--- src/rtl/vga_fb_writer_pkg.sv ---
// Shared types for the VGA framebuffer write engine: pixel/byte/word types,
// the buffered store record, the engine state, and lane-selection helpers.
package vga_fb_writer_pkg;

   typedef logic [18:0] Vga_addr_t;
   typedef logic [7:0]  Byte_t;
   typedef logic [31:0] Word_t;

   localparam int VGA_PIXELS = 480000;

   typedef struct packed {
      Vga_addr_t  addr;
      Word_t      data;
      logic [3:0] be;
   } Fb_req_t;

   typedef enum logic [1:0] {
      ST_IDLE  = 2'd0,
      ST_DRAIN = 2'd1,
      ST_FILL  = 2'd2
   } Fb_writer_state_t;

   // Lanes that will actually be written: enabled and inside the framebuffer.
   // The sum is formed in 20 bits so addresses near the top cannot wrap.
   function automatic logic [3:0] lane_mask(input Fb_req_t req, input logic [19:0] limit);
      logic [3:0] m;
      m = '0;
      for (int k = 0; k < 4; k++) begin
         m[k] = req.be[k] && (({1'b0, req.addr} + 20'(k)) < limit);
      end
      return m;
   endfunction

   function automatic logic [1:0] first_lane(input logic [3:0] m);
      logic [1:0] l;
      l = 2'd0;
      for (int k = 3; k >= 0; k--) begin
         if (m[k]) l = 2'(k);
      end
      return l;
   endfunction

endpackage

--- src/rtl/vga_fb_writer_fifo.sv ---
// Synchronous store-request FIFO; pushes when full and pops when empty are dropped.
module fb_req_fifo
   import vga_fb_writer_pkg::*;
#(
   parameter int DEPTH = 4
) (
   input  logic    clk,
   input  logic    rst,
   input  logic    push,
   input  logic    pop,
   input  Fb_req_t din,
   output Fb_req_t dout,
   output logic    full,
   output logic    empty
);

   localparam int AW = $clog2(DEPTH);

   Fb_req_t        mem [DEPTH];
   logic [AW-1:0]  wr_ptr;
   logic [AW-1:0]  rd_ptr;
   logic [AW:0]    count;
   logic           push_ok;
   logic           pop_ok;

   assign full    = (count == (AW+1)'(DEPTH));
   assign empty   = (count == '0);
   assign push_ok = push && !full;
   assign pop_ok  = pop && !empty;
   assign dout    = mem[rd_ptr];

   always_ff @(posedge clk) begin
      if (rst) begin
         wr_ptr <= '0;
         rd_ptr <= '0;
         count  <= '0;
      end else begin
         if (push_ok) wr_ptr <= wr_ptr + AW'(1);
         if (pop_ok)  rd_ptr <= rd_ptr + AW'(1);
         case ({push_ok, pop_ok})
            2'b10:   count <= count + (AW+1)'(1);
            2'b01:   count <= count - (AW+1)'(1);
            default: count <= count;
         endcase
      end
   end

   // NOTE: storage is deliberately not reset; the pointers and count define
   // which entries are meaningful, so flushing only needs them cleared.
   always_ff @(posedge clk) begin
      if (push_ok) mem[wr_ptr] <= din;
   end

endmodule

--- src/rtl/vga_fb_writer.sv ---
// Framebuffer write engine: buffers 32-bit byte-enabled stores and serialises
// them into one-byte writes, or paints the whole screen with one colour.
module vga_fb_writer
   import vga_fb_writer_pkg::*;
#(
   parameter int FIFO_DEPTH = 4,
   parameter int FB_PIXELS  = VGA_PIXELS
) (
   input  logic       clk,
   input  logic       rst,
   input  logic       req_valid,
   output logic       req_ready,
   input  logic [18:0] req_addr,
   input  logic [31:0] req_data,
   input  logic [3:0] req_be,
   input  logic       fill_start,
   input  logic [7:0] fill_color,
   output logic       busy,
   output logic       write_en,
   output logic [18:0] bus_addr,
   output logic [7:0] bus_data
);

   localparam logic [19:0] FB_LIMIT  = 20'(FB_PIXELS);
   localparam Vga_addr_t   LAST_ADDR = Vga_addr_t'(FB_PIXELS - 1);

   Fb_writer_state_t state;
   Fb_writer_state_t state_next;

   Fb_req_t    head;
   Fb_req_t    req_in;
   logic       fifo_full;
   logic       fifo_empty;
   logic       push;
   logic       pop;
   logic       start_fill;

   Vga_addr_t  cur_addr;
   Word_t      cur_data;
   logic [3:0] pend;
   logic [3:0] pend_rest;
   logic [1:0] lane;
   logic       lane_last;

   Vga_addr_t  fill_addr;
   Byte_t      fill_byte;

   assign req_in    = '{addr: req_addr, data: req_data, be: req_be};
   assign req_ready = !fifo_full && (state != ST_FILL);
   assign push      = req_valid && req_ready;
   // write_en is included so busy covers the cycle in which the final write is visible.
   assign busy      = (state != ST_IDLE) || !fifo_empty || write_en;

   assign lane      = first_lane(pend);
   assign pend_rest = pend & ~(4'b0001 << lane);
   assign lane_last = (pend_rest == 4'b0000);

   fb_req_fifo #(.DEPTH(FIFO_DEPTH)) u_fifo (
      .clk   (clk),
      .rst   (rst),
      .push  (push),
      .pop   (pop),
      .din   (req_in),
      .dout  (head),
      .full  (fifo_full),
      .empty (fifo_empty)
   );

   always_ff @(posedge clk) begin
      if (rst) state <= ST_IDLE;
      else     state <= state_next;
   end

   always_comb begin
      state_next = state;
      case (state)
         ST_IDLE: begin
            if (!fifo_empty)     state_next = ST_DRAIN;
            else if (start_fill) state_next = ST_FILL;
         end
         ST_DRAIN: if (lane_last && fifo_empty) state_next = ST_IDLE;
         ST_FILL:  if (fill_addr == LAST_ADDR)  state_next = ST_IDLE;
         default:  state_next = ST_IDLE;
      endcase
   end

   // NOTE: every output of this block gets a default first so no path can
   // leave it unassigned and infer a latch.
   always_comb begin
      pop        = 1'b0;
      start_fill = 1'b0;
      case (state)
         ST_IDLE: begin
            pop        = !fifo_empty;
            start_fill = fifo_empty && !write_en && fill_start;
         end
         ST_DRAIN: pop = lane_last && !fifo_empty;
         default: ;
      endcase
   end

   // NOTE: registered state uses non-blocking assignments so every flop
   // samples the pre-edge values regardless of statement order.
   always_ff @(posedge clk) begin
      if (rst) begin
         write_en  <= 1'b0;
         bus_addr  <= '0;
         bus_data  <= '0;
         cur_addr  <= '0;
         cur_data  <= '0;
         pend      <= '0;
         fill_addr <= '0;
         fill_byte <= '0;
      end else begin
         write_en <= 1'b0;

         if (pop) begin
            cur_addr <= head.addr;
            cur_data <= head.data;
            pend     <= lane_mask(head, FB_LIMIT);
         end else if (state == ST_DRAIN) begin
            pend <= pend_rest;
         end

         if (state == ST_DRAIN && pend != 4'b0000) begin
            write_en <= 1'b1;
            bus_addr <= cur_addr + Vga_addr_t'(lane);
            bus_data <= cur_data[{lane, 3'b000} +: 8];
         end

         if (start_fill) begin
            fill_byte <= fill_color;
            fill_addr <= '0;
         end else if (state == ST_FILL) begin
            write_en  <= 1'b1;
            bus_addr  <= fill_addr;
            bus_data  <= fill_byte;
            fill_addr <= fill_addr + Vga_addr_t'(1);
         end
      end
   end

endmodule
--- config.mk ---
export PLATFORM = sky130hd
export DESIGN_NAME = vga_fb_writer
export DESIGN_NICKNAME = d
export VERILOG_FILES = /design/src/rtl/vga_fb_writer_pkg.sv /design/src/rtl/vga_fb_writer_fifo.sv /design/src/rtl/vga_fb_writer.sv
export SDC_FILE = /design/constraint.sdc
export NUM_CORES = 1
export LEC_CHECK = 0
export ABC_AREA = 1
export CAP_MARGIN = 15
export CORE_MARGIN = 2
export CORE_UTILIZATION = 40
export CTS_CLUSTER_SIZE = 14
export DETAILED_ROUTE_END_ITERATION = 10
export DONT_BUFFER_PORTS = 1
export GPL_TIMING_DRIVEN = 0
export PLACE_DENSITY = 0.54
export SYNTH_ARGS = -nofsm -noshare
export SYNTH_HDL_FRONTEND = slang
export SYNTH_SLANG_ARGS = --single-unit
--- constraint.sdc ---
create_clock -name clk -period 6.62 [get_ports clk]
set_input_delay 1.324 -clock clk [delete_from_list [all_inputs] [get_ports clk]]
set_output_delay 1.324 -clock clk [all_outputs]
set_load 0.02 [all_outputs]
==> impl_metrics.csv, run 1 <==
group,metric,value,unit
status,run_status,"finished clean",
timing,period_share,0.570,
floorplan,start_util,0.403,
cts,root_buffer,"clkbuf_16",
power,power,0.00807,W
power,power_frac_clock,0.250,
setup_path,criticalPathCategory,"register to register",
detailed_routing,wl_met3,2490,um
detailed_routing,wl_per_cell,19.2,um
global_route,grt_max_degree,28,
detailed_routing,vias_per_cell,5.27,
finish,drive_gt1_frac,0.0742,
power,p_leak,6.08,nW
floorplan,die_height,195,um
cts,cts-htree-levels,2,
synth,synth_area,0.0146,mm2
timing,grt_setup_unrepaired,"no",
detailed_routing,drtIter0Drc,819,
flow_run,max-cap-violations,0,
power,comb_power_share,0.364,
setup_path,crit_slowest_cell,"fa_1",
setup_path,max_stage_delay,0.51,ns
setup_path,cp.arrival,4.24,ns
timing,report.final.slew_viol_count,0,
setup_path,worstPathCellList,"nor2_1, inv_1, nor2_2, clkinv_1, fa_1, nand3b_1, nor3_1, nand2_1, nor2_1, nand2_1, nor2_1, nand3_1, xnor2_1, nand2_1, a221oi_1",
timing,clock_skew,0.0232,ns
power,power.share.sequential,0.386,
global_route,grt_pass1_wl,60700,um
placement,place_area,0.0154,mm2
finish,fin_area,0.0166,mm2
synth,ys_seq_elements,341,
cts,cts_buffers,39,
power,swShare,0.409,
timing,holdWs,0.461,ns
detailed_routing,vias,10900,
placement,place_hpwl,28100,um
floorplan,ioPinCount,97,
cts,clk_pin_slew_worst_paths,0.06,ns
finish,nets,1639,
timing,setup_ws,2.85,ns
detailed_routing,drc,0,
power,p_sw,0.00330,W
synth,ys.flop_type,"edfxtp_1",
placement,place_inst,1989,
synth,synth-edff-count,220,
power,internal-power,0.00477,W
cts,cts-resized-gates,0,
timing,hold_viol_final,0,
finish,area.growth.synth_to_final,13.6,%
global_route,grt_use_total,0.208,
timing,finalWorstPathRequiredPeriod,3.77,ns
detailed_routing,wl_met2,18400,um
synth,syn_avg_cell_area,9.67,um2
timing,max_freq,265,MHz
setup_path,timing.critical_path.to_type,"register",
synth,ys_warn_count,0,
finish,final_cells,2060,
detailed_routing,ant_nets,0,
floorplan,fp.dieW,195,um
floorplan,core,0.0363,mm2
power,p_per_area,486,mW/mm2
cts,cts_tree,"yes",
cts,postCtsHoldBufs,0,
synth,syn_inst,1513,
global_route,antenna_found_initial,1,
synth,postSynth.asyncResetShare,0,
placement,pre_cts_slack,2.99,ns
placement,io_buffers,0,
cts,clk_path_buf_depth,3,
power,max-vdd-ir-drop,217,uV
synth,synth-seq-area-share,0.617,
timing,max_slew_margin,0.443,
floorplan,rows,70,
setup_path,cp_max_fo,10,
synth,yosys.cell_types.count,51,
global_route,grt_pass1_vias,10500,
cts,clkLatencyLatePin,0.57,ns
detailed_routing,dr.pass1.iters,5,
floorplan,die-area,0.0381,mm2
detailed_routing,routed.top_layer,"met4",
cts,cts.sinks,341,
hold_path,hp-class,"register to register",
timing,worst_pin_slew,0.835,ns
setup_path,crit_path_start_kind,"register",
detailed_routing,wl_met1,17600,um
cts,post_cts_buffers,0,
timing,final-setup-viol-count,0,
synth,syn_nets,1590,
setup_path,required,7.08,ns
placement,gp_congestion,0.892,
global_route,grt_overflow,0,
detailed_routing,drt-total-wl,39500,um
==> Yosys cell counts (5+ instances only) <==
library cell  instances  area (um2)
dfxtp_1             121        2420
buf_1                 5        18.8
o22ai_1              29         181
ha_1                  8         100
nand2_1             253         950
a221oi_1              5        43.8
nand3_1              80         400
a31oi_1              10        62.6
buf_2                 9        45.0
nand4_1              10        62.6
clkbuf_1             49         184
nor2_2                9        56.3
edfxtp_1            220        6610
nand2_2              12        75.1
nor3_1               10        50.1
xor2_1               22         193
a21oi_1              92         460
nor2_1              192         721
o21ai_0             189         946
a311o_1               8        80.1
inv_1               117         439
==> flip-flops by register name, indices dropped and copies added, names as in the netlist, 3 cells and up, named ones only <==
signal and count:
u_fifo.mem 220, cur_data 32, bus_addr 19, cur_addr 19
fill_addr 19, bus_data 8, fill_byte 8, pend 4
u_fifo.count 3
==> worst paths after layout <==
path / slack, ns / cells after the start / endpoint / startpoint
hold / removal: 0.46 / 2 / cur_data[5] / cur_data[5]
hold reg to reg: 0.46 / 2 / cur_data[5] / cur_data[5]
setup reg to reg: 2.85 / 15 / bus_addr[18] / pend[0]
setup / recovery: 2.85 / 15 / bus_addr[18] / pend[0]
==> cell usage in the layout, fill, tap and decap left out, types with 10 or more instances in the layout <==
master       n
nand2_1    253
o21ai_0    189
a31oi_1     10
xor2_1      22
edfxtp_1   220
dfxtp_1    121
inv_1      117
o22ai_1     29
clkbuf_1    64
nand4_1     10
a21oi_1     92
clkbuf_16   39
nor2_1     188
nor3_1      10
nand2_2     12
nand3_1     80
==> layout make-up <==
| class | count | area (um2) |
|---|---|---|
| Antenna cell | 1 | 2.50 |
| Buffer | 72 | 347 |
| Clock buffer | 55 | 1050 |
| Clock inverter | 15 | 145 |
| Fill cell | 3436 | 19700 |
| Inverter | 125 | 472 |
| Multi-Input combinational cell | 975 | 4810 |
| Sequential cell | 341 | 9030 |
| Tap cell | 468 | 586 |
| Timing Repair Buffer | 8 | 175 |
==> power groups by stage <==
stage	logic, W	clock network [W]	registers (W)
after floorplan	0.00200	0	0.00307
after global placement	0.00285	0	0.00318
after detailed placement	0.00294	0	0.00315
after CTS	0.00295	0.00206	0.00311
after global routing	0.00331	0.00214	0.00316
final	0.00294	0.00202	0.00311
==> through the flow <==
stage / util / TNS [ns]
after floorplan: - / 0
after global placement: 0.419 / -39.57
after detailed placement: 0.424 / 0
after CTS: 0.457 / 0
after global routing: 0.457 / 0
final: 0.457 / 0
==> logic make-up (layout without fill, tap and decap cells) <==
| logic type | after synthesis | in the layout | synth area share |
|---|---|---|---|
| xor gates and xnor gates | 25 | 25 | 0.0150 |
| adders and majority gates | 10 | 10 | 0.00958 |
| DFF | 341 | 341 | 0.617 |
| other | 0 | 1 | 0 |
| buffers and inverters | 197 | 275 | 0.0559 |
| AOI/OAI and AO/OA | 359 | 359 | 0.135 |
| and+or+nand+nor | 581 | 581 | 0.167 |
==> worst max-delay path, delay by kind of cell, from the launching register on <==
kind / cells / cell delay (ns)
simple gates: 10 / 1.84
fa+ha+maj: 1 / 0.51
buf+inv: 2 / 0.50
flops: 1 / 0.34
compound gates: 1 / 0.26
xor+xnor: 1 / 0.19
==> per-layer routing <==
| layer | up-vias | GRT usage |
|---|---|---|
| met5 | - | 0 |
| met4 | 0 | 0.0772 |
| met3 | 61 | 0.0451 |
| met2 | 271 | 0.337 |
| met1 | 5219 | 0.275 |
| li1 | 5309 | - |
Note: power is estimated with default switching activity, not from simulation.
==> inputs of run 2 (changes only) <==
==> constraint.sdc (replaced) <==
create_clock -name clk -period 3.75 [get_ports clk]
set_input_delay 0.75 -clock clk [delete_from_list [all_inputs] [get_ports clk]]
set_output_delay 0.75 -clock clk [all_outputs]
set_load 0.02 [all_outputs]
==> run 2 against run 1 <==
Compared with the run above:
- count of clock-buffer cells in the layout is the same
- total power grew 77%
- clock power grew 77%
- final cell count is the same
- cell area is essentially flat
- flip-flop and latch count is the same
- critical path type unchanged
- critical endpoint unchanged
- combinational power grew 77%
- highest routed layer unchanged
- hold slack lost 0.20 ns
- first-iteration DRC count grew 3.3%
==> impl_metrics.csv, run 2 (synthesis results as in run 1) <==
group,metric,value,unit
status,run_status,"finished clean",
global_route,antenna_found_initial,1,
hold_path,hp-class,"input pin to register",
setup_path,required,4.22,ns
placement,gp_congestion,0.892,
placement,io_buffers,0,
detailed_routing,wl_per_cell,19.1,um
hold_path,min_from,"rst",
power,power,0.0143,W
detailed_routing,wl_met2,18500,um
detailed_routing,dr.pass1.iters,6,
floorplan,core,0.0363,mm2
cts,cts_buffers,39,
setup_path,cp.arrival,3.88,ns
finish,nets,1639,
floorplan,ioPinCount,97,
timing,finalWorstPathRequiredPeriod,3.40,ns
power,p_per_area,858,mW/mm2
floorplan,start_util,0.403,
finish,area.growth.synth_to_final,13.7,%
timing,final-setup-viol-count,0,
power,power_frac_clock,0.250,
setup_path,cp_max_fo,10,
cts,root_buffer,"clkbuf_16",
power,internal-power,0.00843,W
timing,grt_setup_unrepaired,"no",
setup_path,timing.critical_path.to_type,"register",
cts,cts-htree-levels,2,
finish,fin_area,0.0166,mm2
cts,cts_tree,"yes",
placement,pre_cts_slack,0.115,ns
setup_path,reg2reg_slack,0.35,ns
power,max-vdd-ir-drop,383,uV
finish,layout_commonest_cell,"nand2_1",
finish,largest_reg_flops,220,
cts,clk_path_buf_depth,3,
detailed_routing,drtIter0Drc,846,
setup_path,crit_path_start_kind,"register",
global_route,grt_pass1_wl,60700,um
detailed_routing,ant_nets,0,
finish,biggestRegsByFlops,"u_fifo.mem x220, cur_data x32",
placement,place_hpwl,28100,um
hold_path,min_to,"bus_addr[8]",
power,p_leak,6.08,nW
finish,drive_gt1_frac,0.0754,
detailed_routing,vias,10900,
detailed_routing,wl_met3,2270,um
timing,worst_pin_slew,0.859,ns
floorplan,rows,70,
hold_path,whs_path_depth,1,
global_route,grt_overflow,0,
cts,post_cts_buffers,0,
detailed_routing,vias_per_cell,5.27,
timing,max_freq,294,MHz
setup_path,r2r-start,"pend[0]",
power,swShare,0.409,
placement,place_area,0.0154,mm2
floorplan,die_height,195,um
timing,period_share,0.908,
floorplan,die-area,0.0381,mm2
power,power.share.sequential,0.385,
cts,cts.sinks,341,
timing,max_slew_margin,0.427,
finish,top_register,"u_fifo.mem",
detailed_routing,wl_met1,17700,um
setup_path,criticalPathCategory,"register to register",
power,comb_power_share,0.365,
setup_path,rr_worst_depth,15,
cts,clkLatencyLatePin,0.57,ns
global_route,grt_pass1_vias,10500,
detailed_routing,routed.top_layer,"met4",
detailed_routing,drt-total-wl,39400,um
detailed_routing,drc,0,
timing,setup_ws,0.345,ns
timing,hold_viol_final,0,
global_route,grt_max_degree,28,
power,p_sw,0.00584,W
floorplan,fp.dieW,195,um
global_route,grt_use_total,0.208,
setup_path,reg2reg_to,"bus_addr[18]",
timing,clock_skew,0.0247,ns
cts,clk_pin_slew_worst_paths,0.06,ns
finish,final_cell_mix,"253 x nand2_1, 220 x edfxtp_1, 189 x o21ai_0, 188 x nor2_1, 121 x dfxtp_1",
flow_run,max-cap-violations,0,
timing,report.final.slew_viol_count,0,
[run 2: cell types whose count changed in the layout (fill, tap and decap cells not counted)]
cell,delta
clkinv_1,-1
clkinvlp_4,+1
nor2_2,-1
nor2_4,+1
nor3_1,-1
nor3_2,+1
[run 2: timing repair]
action / in CTS / in global routing
setup endpoints to repair: 0 / 3
gates resized for setup: 0 / 3
hold buffers: 0 / 0
hold endpoints to repair: 0 / 0
[run 2: how the worst max path moves through the flow]
stage | depth (start not counted) | from | endpoint | slack, ns
finish | 15 | pend[0] | bus_addr[18] | 0.35
global route | 15 | pend[0] | bus_addr[18] | 0.03
CTS | 15 | pend[0] | bus_addr[18] | 0.08
detailed placement | 15 | pend[0] | bus_addr[18] | 0.12
global placement | 6 | state[0] | u_fifo.mem[2][15] | -3.22
floorplan | 6 | state[0] | u_fifo.mem[0][0] | -0.38
[run 2: metal layers]
metal,track usage,up-vias
met5,0,-
met1,0.275,5242
met3,0.0451,60
li1,-,5308
met2,0.337,245
met4,0.0772,0
[run 2: stage by stage]
stage | setup TNS, ns | util | std cells | hold slack, ns
after floorplan | -83.57 | - | 1513 | 0.430
after global placement | -670.97 | 0.419 | 1981 | 0.453
after detailed placement | 0 | 0.424 | 1989 | 0.456
after CTS | 0 | 0.457 | 2059 | 0.232
after global routing | 0 | 0.457 | 2060 | 0.249
final | 0 | 0.457 | 2060 | 0.259
[run 2: power by group through the flow]
stage               Sequential [W]  Clock, W  Combinational (W)
floorplan                  0.00542         0            0.00353
CTS                        0.00549   0.00364            0.00521
finish                     0.00549   0.00357            0.00520
global placement           0.00562         0            0.00504
detailed placement         0.00557         0            0.00519
global route               0.00557   0.00378            0.00586
[run 2: area by class of cell]
cell class / count / area [um2]
tap: 468 / 586
timing repair buffer: 8 / 175
buffer: 72 / 347
fill: 3436 / 19700
antenna: 1 / 2.50
sequential: 341 / 9030
clock buffer: 55 / 1050
multi-input combinational: 975 / 4820
inverter: 125 / 475
clock inverter: 15 / 145
[run 2: worst max-delay path, stage by stage (launching register included)]
cell and delay (ns):
dfxtp_1 0.34, nor2_1 0.19, inv_1 0.12, nor2_4 0.28, clkinvlp_4 0.28, fa_1 0.46
nand3b_1 0.24, nor3_2 0.23, nand2_1 0.08, nor2_1 0.19, nand2_1 0.12, nor2_1 0.17
nand3_1 0.11, xnor2_1 0.19, nand2_1 0.08, a221oi_1 0.23
==> inputs of run 3 (changes only) <==
--- a/config.mk
+++ b/config.mk
@@ -6,6 +6,7 @@
 export NUM_CORES = 1
 export LEC_CHECK = 0
 export ABC_AREA = 1
+export ABC_CLOCK_PERIOD_IN_PS = 3750
 export CAP_MARGIN = 15
 export CORE_MARGIN = 2
 export CORE_UTILIZATION = 40
==> results of run 3 <==
Same layout as run 2: the final DEF is identical, and so are final timing and power.
